`src/rtl/ysyx_24090003_inst_encoder.sv`:
```
// ysyx_24090003_inst_encoder
// Packs opcode/funct3/register indices/32-bit immediate into RV32I I/S/B/U/J
// instruction words, and expands the LI pseudo-op into ADDI or LUI(+ADDI).
// One registered output word with valid/ready handshakes on both sides.
module ysyx_24090003_inst_encoder (
    input  logic        clk,
    input  logic        rst,
    input  logic        in_valid,
    output logic        in_ready,
    input  logic [2:0]  in_op,
    input  logic [6:0]  in_opcode,
    input  logic [2:0]  in_funct3,
    input  logic [4:0]  in_rd,
    input  logic [4:0]  in_rs1,
    input  logic [4:0]  in_rs2,
    input  logic [31:0] in_imm,
    output logic        out_valid,
    input  logic        out_ready,
    output logic [31:0] out_inst,
    output logic        out_last,
    output logic        out_err
);

    typedef enum logic [1:0] {
        IDLE  = 2'd0,
        ONE   = 2'd1,
        FIRST = 2'd2
    } state_t;

    // Result of encoding one request: first word, optional second (ADDI) word.
    typedef struct packed {
        logic [31:0] first;
        logic [31:0] second;
        logic        two;
        logic        last;
        logic        err;
    } enc_t;

    localparam logic [6:0] OPC_ADDI = 7'b0010011;
    localparam logic [6:0] OPC_LUI  = 7'b0110111;

    // Encode a full request; errored words still carry the truncated fields.
    function automatic enc_t encode_req(
        input logic [2:0]  op,
        input logic [6:0]  opc,
        input logic [2:0]  f3,
        input logic [4:0]  rd,
        input logic [4:0]  rs1,
        input logic [4:0]  rs2,
        input logic [31:0] imm
    );
        enc_t        e;
        logic [31:0] hi_sum;
        e.first  = 32'd0;
        e.second = 32'd0;
        e.two    = 1'b0;
        e.last   = 1'b1;
        e.err    = 1'b0;
        hi_sum   = imm + 32'h0000_0800;
        case (op)
            3'b001: begin
                e.first = {imm[11:0], rs1, f3, rd, opc};
                e.err   = (imm[31:11] != {21{imm[11]}});
            end
            3'b010: begin
                e.first = {imm[11:5], rs2, rs1, f3, imm[4:0], opc};
                e.err   = (imm[31:11] != {21{imm[11]}});
            end
            3'b011: begin
                e.first = {imm[12], imm[10:5], rs2, rs1, f3, imm[4:1], imm[11], opc};
                e.err   = imm[0] | (imm[31:12] != {20{imm[12]}});
            end
            3'b100: begin
                e.first = {imm[31:12], rd, opc};
                e.err   = (imm[11:0] != 12'd0);
            end
            3'b101: begin
                e.first = {imm[20], imm[10:1], imm[11], imm[19:12], rd, opc};
                e.err   = imm[0] | (imm[31:20] != {12{imm[20]}});
            end
            3'b110: begin
                if (imm[31:11] == {21{imm[11]}}) begin
                    // Fits the 12-bit ADDI immediate: single word from x0.
                    e.first = {imm[11:0], 5'd0, 3'b000, rd, OPC_ADDI};
                end else begin
                    // The +0x800 rounding compensates for ADDI sign-extending lo.
                    e.first = {hi_sum[31:12], rd, OPC_LUI};
                    if (imm[11:0] != 12'd0) begin
                        e.second = {imm[11:0], rd, 3'b000, rd, OPC_ADDI};
                        e.two    = 1'b1;
                        e.last   = 1'b0;
                    end else begin
                        e.two    = 1'b0;
                        e.last   = 1'b1;
                    end
                end
            end
            default: begin
                e.first = 32'd0;
                e.err   = 1'b1;
            end
        endcase
        return e;
    endfunction

    state_t      state_r;
    state_t      state_n_s;
    logic [31:0] inst_r;
    logic [31:0] inst_n_s;
    logic        last_r;
    logic        last_n_s;
    logic        err_r;
    logic        err_n_s;
    logic [31:0] pend_r;
    logic [31:0] pend_n_s;
    enc_t        enc_s;
    logic        accept_s;

    // Encode the incoming request combinationally.
    always_comb begin
        enc_s = encode_req(in_op, in_opcode, in_funct3, in_rd, in_rs1, in_rs2, in_imm);
    end

    // Input-side ready: free when empty, or when the held final word leaves this cycle.
    always_comb begin
        in_ready = 1'b0;
        case (state_r)
            IDLE:    in_ready = 1'b1;
            ONE:     in_ready = out_ready;
            FIRST:   in_ready = 1'b0;
            default: in_ready = 1'b0;
        endcase
    end

    assign accept_s  = in_valid & in_ready;
    assign out_valid = (state_r != IDLE);
    assign out_inst  = inst_r;
    assign out_last  = last_r;
    assign out_err   = err_r;

    // Next-state and next output word selection.
    always_comb begin
        state_n_s = state_r;
        inst_n_s  = inst_r;
        last_n_s  = last_r;
        err_n_s   = err_r;
        pend_n_s  = pend_r;
        case (state_r)
            IDLE, ONE: begin
                if (accept_s) begin
                    inst_n_s  = enc_s.first;
                    last_n_s  = enc_s.last;
                    err_n_s   = enc_s.err;
                    pend_n_s  = enc_s.second;
                    state_n_s = enc_s.two ? FIRST : ONE;
                end else if ((state_r == ONE) && out_ready) begin
                    state_n_s = IDLE;
                end else begin
                    state_n_s = state_r;
                end
            end
            FIRST: begin
                if (out_ready) begin
                    inst_n_s  = pend_r;
                    last_n_s  = 1'b1;
                    err_n_s   = 1'b0;
                    state_n_s = ONE;
                end else begin
                    state_n_s = FIRST;
                end
            end
            default: begin
                state_n_s = IDLE;
            end
        endcase
    end

    // State and output registers; reset drops any pending second LI word.
    always_ff @(posedge clk) begin
        if (rst) begin
            state_r <= IDLE;
            inst_r  <= 32'd0;
            last_r  <= 1'b0;
            err_r   <= 1'b0;
            pend_r  <= 32'd0;
        end else begin
            state_r <= state_n_s;
            inst_r  <= inst_n_s;
            last_r  <= last_n_s;
            err_r   <= err_n_s;
            pend_r  <= pend_n_s;
        end
    end

endmodule

```
`config.mk`:
```
export PLATFORM = sky130hd
export DESIGN_NAME = ysyx_24090003_inst_encoder
export DESIGN_NICKNAME = d
export VERILOG_FILES = /design/src/rtl/ysyx_24090003_inst_encoder.sv
export SDC_FILE = /design/constraint.sdc
export NUM_CORES = 1
export LEC_CHECK = 0
export BUFFER_PORTS_ARGS = -buffer_cell sky130_fd_sc_hd__buf_4
export CELL_PAD_IN_SITES_DETAIL_PLACEMENT = 1
export CELL_PAD_IN_SITES_GLOBAL_PLACEMENT = 1
export CORE_MARGIN = 2
export CORE_UTILIZATION = 40
export CTS_CLUSTER_SIZE = 14
export DETAILED_ROUTE_END_ITERATION = 10
export PLACE_DENSITY = 0.84
export SYNTH_ARGS = -nofsm -noshare
export SYNTH_HDL_FRONTEND = slang
export SYNTH_SLANG_ARGS = --single-unit
```
`constraint.sdc`:
```
create_clock -name clk -period 4.9 [get_ports clk]
set_input_delay 0.245 -clock clk [delete_from_list [all_inputs] [get_ports clk]]
set_output_delay 0.245 -clock clk [all_outputs]
set_load 0.03 [all_outputs]
```
Word-level counts from Yosys, hierarchy flattened
Cells that the tools add are included.

Flip-flop bits (word level): 68. Latch bits: 0. Bits in writable memories: 0. Memory bits (read-only): 0. Bits of input ports: 64. Output and inout port bits: 36. Logic and storage cells: 55. Memories kept: 0.

Add/subtract/negate cells: 1. $mul: 0. Div/mod/pow operators: 0. Magnitude comparators: 0. Equal/unequal tests: 15. Shift-type cells: 0. Multiplexer cells: 22. Bitwise operators: 3. Reduce and logical (&&, ||, !) cells: 9.

Operators with widths (count): case mux 32 bit (6 select lines) (1); 2-to-1 mux 32 bit (4); 2-to-1 mux 34 bit (2); case mux 32 bit (2 select lines) (1); adder 32 x 12 -> 32 bit, second input constant (1); == test 20 bit (1); != test 20 bit (1); != test 19 bit (1); nonzero test 12 bit (1); != test 11 bit (1); 2-to-1 mux 2 bit (5); == test 3 bit, second input constant (3); == test 3 x 2 -> 1 bit, second input constant (2); case mux 1 bit (2 select lines) (3); case mux 1 bit (5 select lines) (1); 2-to-1 mux 1 bit (4); != test 2 bit, second input constant (2); case mux 2 bit (2 select lines) (1); nonzero test 2 bit (2); OR reduction 2 bit (2); == test 3 x 1 -> 1 bit, second input constant (1); != test 3 bit, second input constant (1); AND reduction 3 bit (1); == test 2 x 1 -> 1 bit, second input constant (1); other kinds (6) (7).

Longest topological paths before layout
Gate-level depths: netlist of the first run.

Depth after elaboration: 7. Gate-level depth with buffers: 9. Mapped depth without buffers: 7.

Least setup slack after synthesis of the first run
OpenSTA, ideal clock, no wires.

Path type: in2reg. Start: input port in_imm[11]. End: register inst_r[28] (netlist: out_inst[28]). Arrival time: 1.860 ns. Required time: 4.783 ns. Path slack: 2.923 ns. Stages on the path: 7. Cell sequence: ha_1 -> nand4b_1 -> nor3_1 -> o221a_4 -> nor3_1 -> a311o_1 -> a22o_1.

Cells in the longest elaborated chain, start to end: 5. Elaborated cells between the ends (all ways): 6. Those cells by class: add/sub: 1; eq/ne: 1; mux: 4.

RTL lines: start: declaration (RTL line 16) `input logic [31:0] in_imm,`; adder 32 x 12 -> 32 bit or == test 20 bit (tied branches) (RTL line 59, 82); 2-to-1 mux 32 bit (*) (RTL line 82) `if (imm[31:11] == {21{imm[11]}}) begin`; case mux 32 bit (6 select lines) (*) (RTL line 60) `case (op)`; 2-to-1 mux 32 bit (*) (RTL line 150) `if (accept_s) begin`; case mux 32 bit (2 select lines) (*) (RTL line 148) `case (state_r)`; end signal: assignment (RTL line 188) `inst_r <= inst_n_s;`; end: declaration (RTL line 108) `logic [31:0] inst_r;`.

Mark *: on every way between the ends. The rest lies on a longest branch, timed or not. The select of a mux whose other input is x is not followed. A chain may end at the register's enable or synchronous reset.

Worst setup path in the final report of the first run
Start: register state_r[0]. End: register inst_r[25] (netlist: out_inst[25]).

Cells in the longest elaborated chain, start to end: 5. Elaborated cells between the ends (all ways): 11. Those cells by class: eq/ne: 4; mux: 2; bitwise: 1; reduce/logical: 4.

RTL lines: start: declaration (RTL line 106) `state_t state_r;`; start signal: assignment (RTL line 187) `state_r <= state_n_s;`; == test 2 x 1 -> 1 bit or zero test 2 bit (tied branches) (RTL line 127, 148); case mux 1 bit (2 select lines) (RTL line 127) `case (state_r)`; bitwise AND 1 bit (RTL line 135) `assign accept_s = in_valid & in_ready;`; != test 2 bit (no source line); AND reduction 3 bit (no source line).

Several ways; a longest one is shown, not always the timed one.

==> results of run 1 <==
==> power by group through the flow <==
stage          clock (mW)  combinational [mW]  sequential [mW]
2_1_floorplan           0               0.165            0.540
3_3_place_gp            0               0.352            0.494
3_5_place_dp            0               0.359            0.496
4_1_cts             0.332               0.362            0.486
5_1_grt             0.342               0.390            0.490
6_report            0.327               0.363            0.486
==> per-layer routing <==
| layer | up-vias | routed length (um) |
|---|---|---|
| li1 | 1889 | - |
| met1 | 1990 | 5890 |
| met2 | 193 | 6340 |
| met3 | 33 | 1010 |
| met4 | 0 | 410 |
| met5 | - | 0 |
==> metrics by stage <==
stage	total power [mW]	cell area [um^2]	instances	hold WS, ps	worst slack, ps
after floorplan	0.705	3540	471	393	2920
after global placement	0.847	4280	640	440	2500
after detailed placement	0.855	4280	640	456	2430
after CTS	1.18	4390	648	160	2430
after global routing	1.22	4390	648	175	2220
final	1.18	4390	648	168	2380
==> cell families (layout without fill, tap and decap cells) <==
family | Yosys count | count (layout) | share of synthesized area, %
AND/OR/NAND/NOR | 203 | 203 | 27.6
AO/OA/AOI/OAI | 139 | 139 | 27.7
flip-flops | 54 | 54 | 30.5
buffers and inverters | 44 | 113 | 5.27
XOR/XNOR | 19 | 19 | 4.70
multiplexers | 9 | 9 | 3.11
adder cells (fa/ha/maj) | 3 | 3 | 1.06
==> critical path, delay by kind of cell (launching register included) <==
family          cells  cell delay [ps]
flops               1              500
compound gates      2              210
simple gates        4             1730
==> Yosys cell counts, drive strengths merged, types with 3 or more instances <==
cell / n / area (um^2)
a211oi: 4 / 30.0
a21oi: 37 / 185
a221oi: 18 / 158
a222oi: 4 / 40.0
a22o: 4 / 35.0
a22oi: 22 / 165
a311oi: 4 / 35.0
a31oi: 5 / 31.3
and2: 3 / 18.8
and3: 3 / 18.8
buf: 9 / 55.1
clkbuf: 31 / 116
dfxtp: 54 / 1080
ha: 3 / 37.5
inv: 4 / 15.0
mux2: 6 / 67.6
mux2i: 3 / 42.5
nand2: 34 / 128
nand2b: 4 / 25.0
nand3: 15 / 75.1
nand4: 9 / 56.3
nor2: 79 / 299
nor2b: 6 / 37.5
nor3: 21 / 110
nor3b: 3 / 27.5
nor4: 14 / 87.6
o21ai: 18 / 90.1
o22ai: 3 / 18.8
or3: 4 / 25.0
xnor2: 10 / 87.6
xor2: 9 / 78.8
==> area by class of cell <==
type                    instances  area, um^2  area share [%]
clock buffers                   5        68.8            1.57
clock inverters                 3        47.5            1.08
inverters                       4        15.0           0.342
multi-input cells             373        2290            52.1
flip-flops and latches         54        1080            24.6
well taps                     108         135            3.08
repair buffers                101         758            17.3
==> worst max-delay path by stage <==
stage                            startpoint                         to  slack [ps]
CTS                 state_r[0]$_SDFFE_PP0P_  out_inst[25]$_SDFFE_PP0P_        2430
global placement    state_r[0]$_SDFFE_PP0P_  out_inst[25]$_SDFFE_PP0P_        2500
floorplan                        in_imm[11]  out_inst[28]$_SDFFE_PP0P_        2920
detailed placement               in_imm[11]  out_inst[24]$_SDFFE_PP0P_        2430
global route        state_r[1]$_SDFFE_PP0P_    pend_r[22]$_SDFFE_PP0P_        2220
finish              state_r[0]$_SDFFE_PP0P_  out_inst[25]$_SDFFE_PP0P_        2380
==> cells in the final DEF (no fill, tap or decap), drive strengths merged, types with 4 or more instances in the layout <==
cell,count
a211oi,4
a21oi,37
a221oi,18
a222oi,4
a22o,4
a22oi,22
a311oi,4
a31oi,5
buf,101
clkbuf,5
dfxtp,54
inv,5
mux2,6
nand2,34
nand2b,4
nand3,15
nand4,9
nor2,79
nor2b,6
nor3,21
nor4,14
o21ai,18
or3,4
xnor2,10
xor2,9
==> registers in the layout, indices dropped and copies added, names as in the netlist <==
name,count
out_err,1
out_inst,32
state_r,2
pend_r,18
out_last,1
==> flow_summary_export.csv, run 1 <==
group,metric,value,unit
floorplan,fp.dieH,98.1,um
floorplan,ios,100,
critical_path,timing.rr.start,"state_r[0]$_SDFFE_PP0P_",
global_route,globalRouteOverflowTotal,0,
critical_path,r2r_cells,6,
clock_tree,holdBufCountCts,0,
drt,viasPerCell,6.33,
critical_path,crit_chain,"nand2b_1 -> nand3_1 -> nand2_1 -> a21oi_1 -> or3_1 -> a31oi_1",
synthesis,synth_edf_count,0,
sta,worst_pin_slew,1270,ps
synthesis,synth_area_per_cell,7.52,um^2
pwr,pwr-share-comb,30.9,%
sta,skew,8.10,ps
min_path,worst_hold_path_type,"in -> reg",
clock_tree,postCtsSetupBuffers,0,
drt,routed_wl,13700,um
sta,finalHoldViolCount,0,
global_route,antenna_found_initial,0,
floorplan,start_util,41.0,%
drt,ant_nets,0,
global_route,grt_pass1_wl,21800,um
drt,wl_per_cell,21.1,um
sta,final_min_period_over_clock_period,51.4,%
clock_tree,clock-sinks,54,
critical_path,critical_path_arrival,2770,ps
floorplan,die_w,98.1,um
clock_tree,clk_pin_slew,110,ps
synthesis,synth-async-reset-ratio,0,%
critical_path,r2r_slack,2380,ps
synthesis,synth_cell_type_count,59,
layout,drive_gt1_share,23.7,%
synthesis,ys_ff_latch,54,
floorplan,coreArea,0.00864,mm^2
pwr,p_clk_share,27.8,%
global_route,globalRouteMet1Util,36.1,%
sta,max_slew_margin,14.8,%
sta,tns,0,ps
layout,final_util,50.9,%
pwr,power_frac_seq,41.4,%
run,maxCapViolCount,0,
placed_design,hpwl,9940,um
sta,setup_viol,0,
drt,first_iter_violations,254,
drt,route.detailed.drc,0,
pwr,power.density,268,mW/mm^2
global_route,grt_usage,27.9,%
global_route,met3_usage,5.08,%
clock_tree,cts_max_level,2,
clock_tree,clock_path_buffers,2,
layout,antenna_cells,0,
floorplan,die_area,0.00962,mm^2
pwr,peakVddDrop,0.126,mV
sta,layout_min_cycle_time,2520,ps
pwr,p_sw,0.414,mW
layout,num-fill-cells,1095,
critical_path,crit_required,5150,ps
global_route,grt.busiest_layer,"met2",
clock_tree,cts_root_buf,"clkbuf_8",
sta,finalMaxSlewViolations,0,
synthesis,synth_area,0.00354,mm^2
synthesis,syn_inst,471,
pwr,p_sw_share,35.2,%
min_path,min_from,"in_opcode[5]",
synthesis,synth_flop_cell,"dfxtp_1",
pwr,p_int,0.762,mW
critical_path,path_class,"reg -> reg",
synthesis,yosys_warnings,0,
min_path,holdPathEnd,"out_inst[5]$_SDFFE_PP0P_",
min_path,min_path_cells,3,
sta,max_freq,397,MHz
global_route,gr-usage-met2,46.5,%
pwr,p_leak,1.74,nW
clock_tree,clk-insertion-delay-late,320,ps
sta,rsz0062_at_grt,"false",
critical_path,worstSetupStartpointType,"flip-flop",
floorplan,rows,34,
critical_path,crit_slowest_cell,"dfxtp_1",
outcome,outcome,"completed",
layout,syn2layout_area_growth,24.1,%
placed_design,port_buffers,99,
synthesis,syn_nets,538,
global_route,grt_max_degree,57,
global_route,grt_pass1_vias,4161,
drt,vias,4105,
clock_tree,cts_buffers,5,
synthesis,synth-seq-area-share,30.5,%
clock_tree,cts_tree,"done",
critical_path,end_kind,"flip-flop",
critical_path,r2r-end,"out_inst[25]$_SDFFE_PP0P_",
layout,nets,606,
clock_tree,cts_resized,0,
critical_path,cp_max_fo,8,
placed_design,gp_congestion,0.883,
drt,drtPass1Iterations,5,
critical_path,max_stage_delay,500,ps
No activity file was read; power rests on OpenSTA's default activity.
==> run 2, diff against run 1 <==
--- a/config.mk
+++ b/config.mk
@@ -9,10 +9,10 @@
 export CELL_PAD_IN_SITES_DETAIL_PLACEMENT = 1
 export CELL_PAD_IN_SITES_GLOBAL_PLACEMENT = 1
 export CORE_MARGIN = 2
-export CORE_UTILIZATION = 40
+export CORE_UTILIZATION = 34
 export CTS_CLUSTER_SIZE = 14
 export DETAILED_ROUTE_END_ITERATION = 10
-export PLACE_DENSITY = 0.84
+export PLACE_DENSITY = 0.76
 export SYNTH_ARGS = -nofsm -noshare
 export SYNTH_HDL_FRONTEND = slang
 export SYNTH_SLANG_ARGS = --single-unit
==> constraint.sdc (replaced) <==
create_clock -name clk -period 2.2 [get_ports clk]
set_input_delay 0.11 -clock clk [delete_from_list [all_inputs] [get_ports clk]]
set_output_delay 0.11 -clock clk [all_outputs]
set_load 0.03 [all_outputs]
==> run 2 against run 1 <==
Net effect:
- clock power is 110% higher
- die area is 17% higher
- register-to-register slack worse by 2100 ps
- first-iteration DRC count is 2.8% lower
- sequential power is 120% higher
- design area is 5.7% higher
- fmax is 31% higher
- combinational power is 130% higher
==> flow_summary_export.csv, run 2 (synthesis results as in run 1) <==
group,metric,value,unit
critical_path,worstSetupStartpointType,"flip-flop",
clock_tree,holdBufCountCts,0,
placed_design,port_buffers,99,
sta,rsz0062_at_grt,"false",
placed_design,hpwl,10900,um
layout,final_area,0.00464,mm^2
pwr,peakVddDrop,0.339,mV
sta,tns,0,ps
sta,max_slew_margin,57.1,%
min_path,min_from,"in_opcode[3]",
layout,drive_gt1_share,27.5,%
drt,viasPerCell,5.93,
critical_path,critical_path_arrival,2170,ps
clock_tree,cts_tree,"done",
clock_tree,postCtsSetupBuffers,0,
floorplan,die_area,0.0112,mm^2
layout,final_common_cell,"buf_4",
critical_path,critical-path-top-delay-family,"flip-flops",
drt,route.detailed.drc,0,
critical_path,r2r_slack,280,ps
drt,first_iter_violations,247,
global_route,antenna_found_initial,0,
clock_tree,clock_path_buffers,2,
global_route,globalRouteOverflowTotal,0,
critical_path,crit_chain,"mux2i_1 -> o2bb2ai_2 -> buf_4 -> nand2_1 -> a21oi_1 -> or3_1 -> a31oi_1",
sta,skew,11.8,ps
sta,layout_min_cycle_time,1920,ps
global_route,grt_pass1_wl,22800,um
critical_path,max_stage_delay,510,ps
layout,nets,634,
layout,most-common-layout-cells,"buf_4, nor2_1, dfxtp_1, a21oi_1, nand2_1",
drt,routed_wl,14400,um
drt,drtPass1Iterations,4,
outcome,outcome,"completed",
pwr,power.density,568,mW/mm^2
global_route,grt_pass1_vias,4303,
min_path,holdPathEnd,"out_inst[3]$_SDFFE_PP0P_",
layout,antenna_cells,0,
clock_tree,cts_max_level,2,
clock_tree,cts_root_buf,"clkbuf_8",
clock_tree,clock-sinks,54,
floorplan,fp.dieH,106,um
drt,wl_per_cell,20.5,um
critical_path,critPathBufInv,1,
critical_path,r2r-end,"out_inst[25]$_SDFFE_PP0P_",
clock_tree,clk-insertion-delay-late,320,ps
clock_tree,cts_buffers,5,
layout,syn2layout_area_growth,31.2,%
drt,ant_nets,0,
placed_design,placed_area,0.00453,mm^2
floorplan,start_util,34.6,%
critical_path,crit_slowest_cell,"dfxtp_1",
sta,worst_pin_slew,644,ps
global_route,grt_max_degree,57,
sta,max_freq,521,MHz
run,maxCapViolCount,0,
sta,final_min_period_over_clock_period,87.3,%
floorplan,ios,100,
floorplan,rows,37,
floorplan,coreArea,0.0102,mm^2
critical_path,timing.rr.start,"state_r[1]$_SDFFE_PP0P_",
pwr,p_leak,1.88,nW
critical_path,crit_required,2450,ps
critical_path,cp_max_fo,9,
critical_path,path_class,"reg -> reg",
critical_path,end_kind,"flip-flop",
floorplan,die_w,106,um
clock_tree,cts_resized,0,
clock_tree,clk_pin_slew,110,ps
drt,vias,4175,
sta,setup_viol,0,
global_route,grt_usage,25.5,%
placed_design,gp_congestion,0.966,
layout,largest_register_ffs,32,
min_path,min_path_cells,3,
sta,finalHoldViolCount,0,
critical_path,r2r_cells,7,
min_path,worst_hold_path_type,"in -> reg",
sta,finalMaxSlewViolations,0,
run 2: cell types whose count changed in the layout (fill, tap and decap cells not counted), sizes merged:
cell / previous run / this run
buf: 101 / 129
clkinv: 1 / 2
inv: 5 / 4
run 2: worst max-delay path by stage:
stage / start / endpoint / slack [ps] / depth (start not counted)
6_report: state_r[1]$_SDFFE_PP0P_ / out_inst[25]$_SDFFE_PP0P_ / 280 / 7
5_1_grt: state_r[1]$_SDFFE_PP0P_ / out_inst[25]$_SDFFE_PP0P_ / 150 / 7
4_1_cts: state_r[1]$_SDFFE_PP0P_ / out_err$_SDFFE_PP0P_ / 300 / 5
3_5_place_dp: in_imm[11] / out_inst[14]$_SDFFE_PP0P_ / 110 / 10
3_3_place_gp: in_imm[11] / out_inst[28]$_SDFFE_PP0P_ / 140 / 9
2_1_floorplan: state_r[1]$_SDFFE_PP0P_ / out_err$_SDFFE_PP0P_ / 270 / 7
run 2: final cells by class:
| class | instances | area (um^2) |
|---|---|---|
| Fill cell | 1290 | 5590 |
| Multi-Input combinational cell | 373 | 2290 |
| Sequential cell | 54 | 1080 |
| Timing Repair Buffer | 129 | 981 |
| Tap cell | 136 | 170 |
| Clock buffer | 5 | 68.8 |
| Clock inverter | 3 | 40.0 |
| Inverter | 4 | 15.0 |
run 2: per-stage QoR:
stage	setup WS [ps]	cells	total power [mW]	hold slack, ps	utilization, %
2_1_floorplan	270	471	1.57	258	-
6_report	280	704	2.64	21.1	45.4
3_5_place_dp	110	696	1.95	361	44.3
4_1_cts	295	704	2.64	24.4	45.4
5_1_grt	148	704	2.75	49.9	45.4
3_3_place_gp	145	696	1.93	350	44.3
run 2: power by group:
part	internal [mW]	switching, mW	leakage, nW	total [mW]
registers	1.04	0.0438	0.442	1.08
logic	0.341	0.509	1.39	0.850
clock network	0.336	0.367	0.0579	0.703
run 2: layer usage:
layer  wire, um  global-route usage [%]  vias up
met5          0                       0        -
met4        167                    7.33        0
met3        871                    3.80       14
met2       7170                    44.6      126
met1       6190                    32.5     2088
li1           -                       -     1947
run 2: tightest hold or removal path, cell delays in order:
cell	delay [ps]
buf_4	80
a22oi_1	50
nor2_1	80
==> run 3, diff against run 2 <==
--- a/config.mk
+++ b/config.mk
@@ -13,6 +13,7 @@
 export CTS_CLUSTER_SIZE = 14
 export DETAILED_ROUTE_END_ITERATION = 10
 export PLACE_DENSITY = 0.76
+export REMOVE_ABC_BUFFERS = 1
 export SYNTH_ARGS = -nofsm -noshare
 export SYNTH_HDL_FRONTEND = slang
 export SYNTH_SLANG_ARGS = --single-unit
==> run 3 against run 2 <==
Net effect:
- register-to-register slack about the same
- die area unchanged
- sequential share of layout area about the same
==> flow_summary_export.csv, run 3 (synthesis results as in run 1) <==
group,metric,value,unit
pwr,peakVddDrop,0.225,mV
clock_tree,cts_tree,"done",
critical_path,cp_max_fo,29,
critical_path,critPathBufInv,1,
drt,ant_nets,0,
sta,skew,6.25,ps
floorplan,fp.dieH,106,um
clock_tree,holdBufCountCts,0,
placed_design,port_buffers,99,
critical_path,r2r-end,"out_inst[20]$_SDFFE_PP0P_",
pwr,p_leak,1.87,nW
drt,first_iter_violations,238,
drt,drtPass1Iterations,5,
sta,max_freq,523,MHz
sta,worst_pin_slew,840,ps
pwr,power,2.56,mW
layout,multiInputGateArea,0.00229,mm^2
floorplan,die_area,0.0112,mm^2
critical_path,max_stage_delay,410,ps
clock_tree,postCtsSetupBuffers,0,
drt,route.detailed.drc,0,
clock_tree,cts_root_buf,"clkbuf_8",
floorplan,coreArea,0.0102,mm^2
min_path,min_path_cells,3,
global_route,grt_pass1_vias,4241,
layout,fin_cells,703,
floorplan,start_util,34.6,%
min_path,worst_hold_path_type,"in -> reg",
layout,drive_gt1_share,27.3,%
sta,rsz0062_at_grt,"false",
sta,max_slew_margin,43.8,%
critical_path,critical_path_arrival,2100,ps
global_route,antenna_found_initial,0,
global_route,grt_pass1_wl,22500,um
sta,final_min_period_over_clock_period,86.9,%
layout,most-common-layout-cells,"buf_4, nor2_1, dfxtp_1, a21oi_1, nand2_1",
layout,final_area,0.00464,mm^2
drt,vias,4145,
placed_design,placed_area,0.00454,mm^2
layout,syn2layout_area_growth,31.0,%
global_route,globalRouteOverflowTotal,0,
clock_tree,cts_resized,0,
sta,setup_viol,0,
placed_design,hpwl,10400,um
min_path,holdPathEnd,"out_inst[6]$_SDFFE_PP0P_",
global_route,grt_usage,25.0,%
critical_path,critical-path-top-delay-family,"compound AO/OA/AOI/OAI gates",
clock_tree,clk-insertion-delay-late,320,ps
outcome,outcome,"completed",
clock_tree,clock-sinks,54,
layout,nets,633,
sta,finalHoldViolCount,0,
placed_design,dp.cells,695,
floorplan,ios,100,
clock_tree,clock_path_buffers,2,
clock_tree,clk_pin_slew,110,ps
critical_path,path_class,"reg -> reg",
critical_path,crit_slowest_cell,"dfxtp_1",
sta,finalMaxSlewViolations,0,
clock_tree,cts_buffers,5,
floorplan,rows,37,
layout,num-fill-cells,1304,
critical_path,end_kind,"flip-flop",
floorplan,die_w,106,um
placed_design,gp_congestion,0.942,
layout,largest_register_ffs,32,
min_path,min_from,"in_opcode[6]",
drt,wl_per_cell,20.0,um
drt,viasPerCell,5.90,
layout,antenna_cells,0,
layout,regArea,0.00108,mm^2
clock_tree,cts_max_level,2,
critical_path,crit_chain,"nor2b_1 -> a2bb2oi_2 -> buf_12 -> a221oi_1 -> o21ai_0 -> a311oi_1 -> nor4_1",
critical_path,r2r_slack,290,ps
drt,routed_wl,14100,um
critical_path,worstSetupStartpointType,"flip-flop",
critical_path,timing.rr.start,"state_r[1]$_SDFFE_PP0P_",
sta,tns,0,ps
critical_path,crit_required,2390,ps
sta,layout_min_cycle_time,1910,ps
run,maxCapViolCount,0,
global_route,grt_max_degree,57,
pwr,power.density,552,mW/mm^2
layout,final_common_cell,"buf_4",
critical_path,r2r_cells,7,
[run 3: changes by cell type in the layout (fill, tap and decap cells not counted)]
cell / delta
buf_12: +1
buf_4: -2
bufinv_16: -1
clkbuf_8: +1
clkinvlp_4: +1
clkinv_2: -2
inv_6: +1
[run 3: area by class of cell]
class                      count  area share (%)
clock buffer                   6            1.78
clock inverter                 2           0.351
inverter                       4           0.324
multi-input combinational    373            49.3
sequential                    54            23.3
tap                          136            3.67
timing repair buffer         128            21.3
[run 3: report_power, final]
part | switching, mW | leakage (nW) | total [mW] | internal [mW]
Sequential | 0.0438 | 0.442 | 1.08 | 1.04
Combinational | 0.500 | 1.38 | 0.840 | 0.340
Clock | 0.374 | 0.0478 | 0.635 | 0.261
Total | 0.918 | 1.87 | 2.56 | 1.64
[run 3: worst reg2reg max path: cells and delay by family (launching register included)]
kind / cells / cell delay (ps)
and+or+nand+nor: 2 / 450
buffers and inverters: 1 / 190
DFF: 1 / 410
AOI/OAI and AO/OA: 4 / 750
[run 3: how the worst max path moves through the flow]
stage	to	from	slack [ps]	depth (start not counted)
CTS	out_inst[20]$_SDFFE_PP0P_	state_r[1]$_SDFFE_PP0P_	280	7
detailed placement	out_inst[28]$_SDFFE_PP0P_	in_imm[12]	140	9
floorplan	out_inst[20]$_SDFFE_PP0P_	state_r[1]$_SDFFE_PP0P_	-220	6
global placement	out_inst[28]$_SDFFE_PP0P_	in_imm[12]	180	9
finish	out_inst[20]$_SDFFE_PP0P_	state_r[1]$_SDFFE_PP0P_	290	7
global route	out_inst[20]$_SDFFE_PP0P_	state_r[1]$_SDFFE_PP0P_	30	7
[run 3: layer usage]
layer | global-route usage [%] | up-vias | wire length (um)
li1 | - | 1936 | -
met1 | 33.2 | 2065 | 6390
met2 | 42.9 | 130 | 6810
met3 | 3.19 | 14 | 664
met4 | 6.67 | 0 | 190
met5 | 0 | - | 0
[run 3: metrics by stage]
stage	hold WS [ps]	util [%]	worst slack, ps
5_1_grt	36.0	45.3	31.6
3_3_place_gp	353	44.4	176
4_1_cts	35.4	45.3	279
2_1_floorplan	179	-	-224
3_5_place_dp	372	44.4	144
6_report	35.9	45.3	288
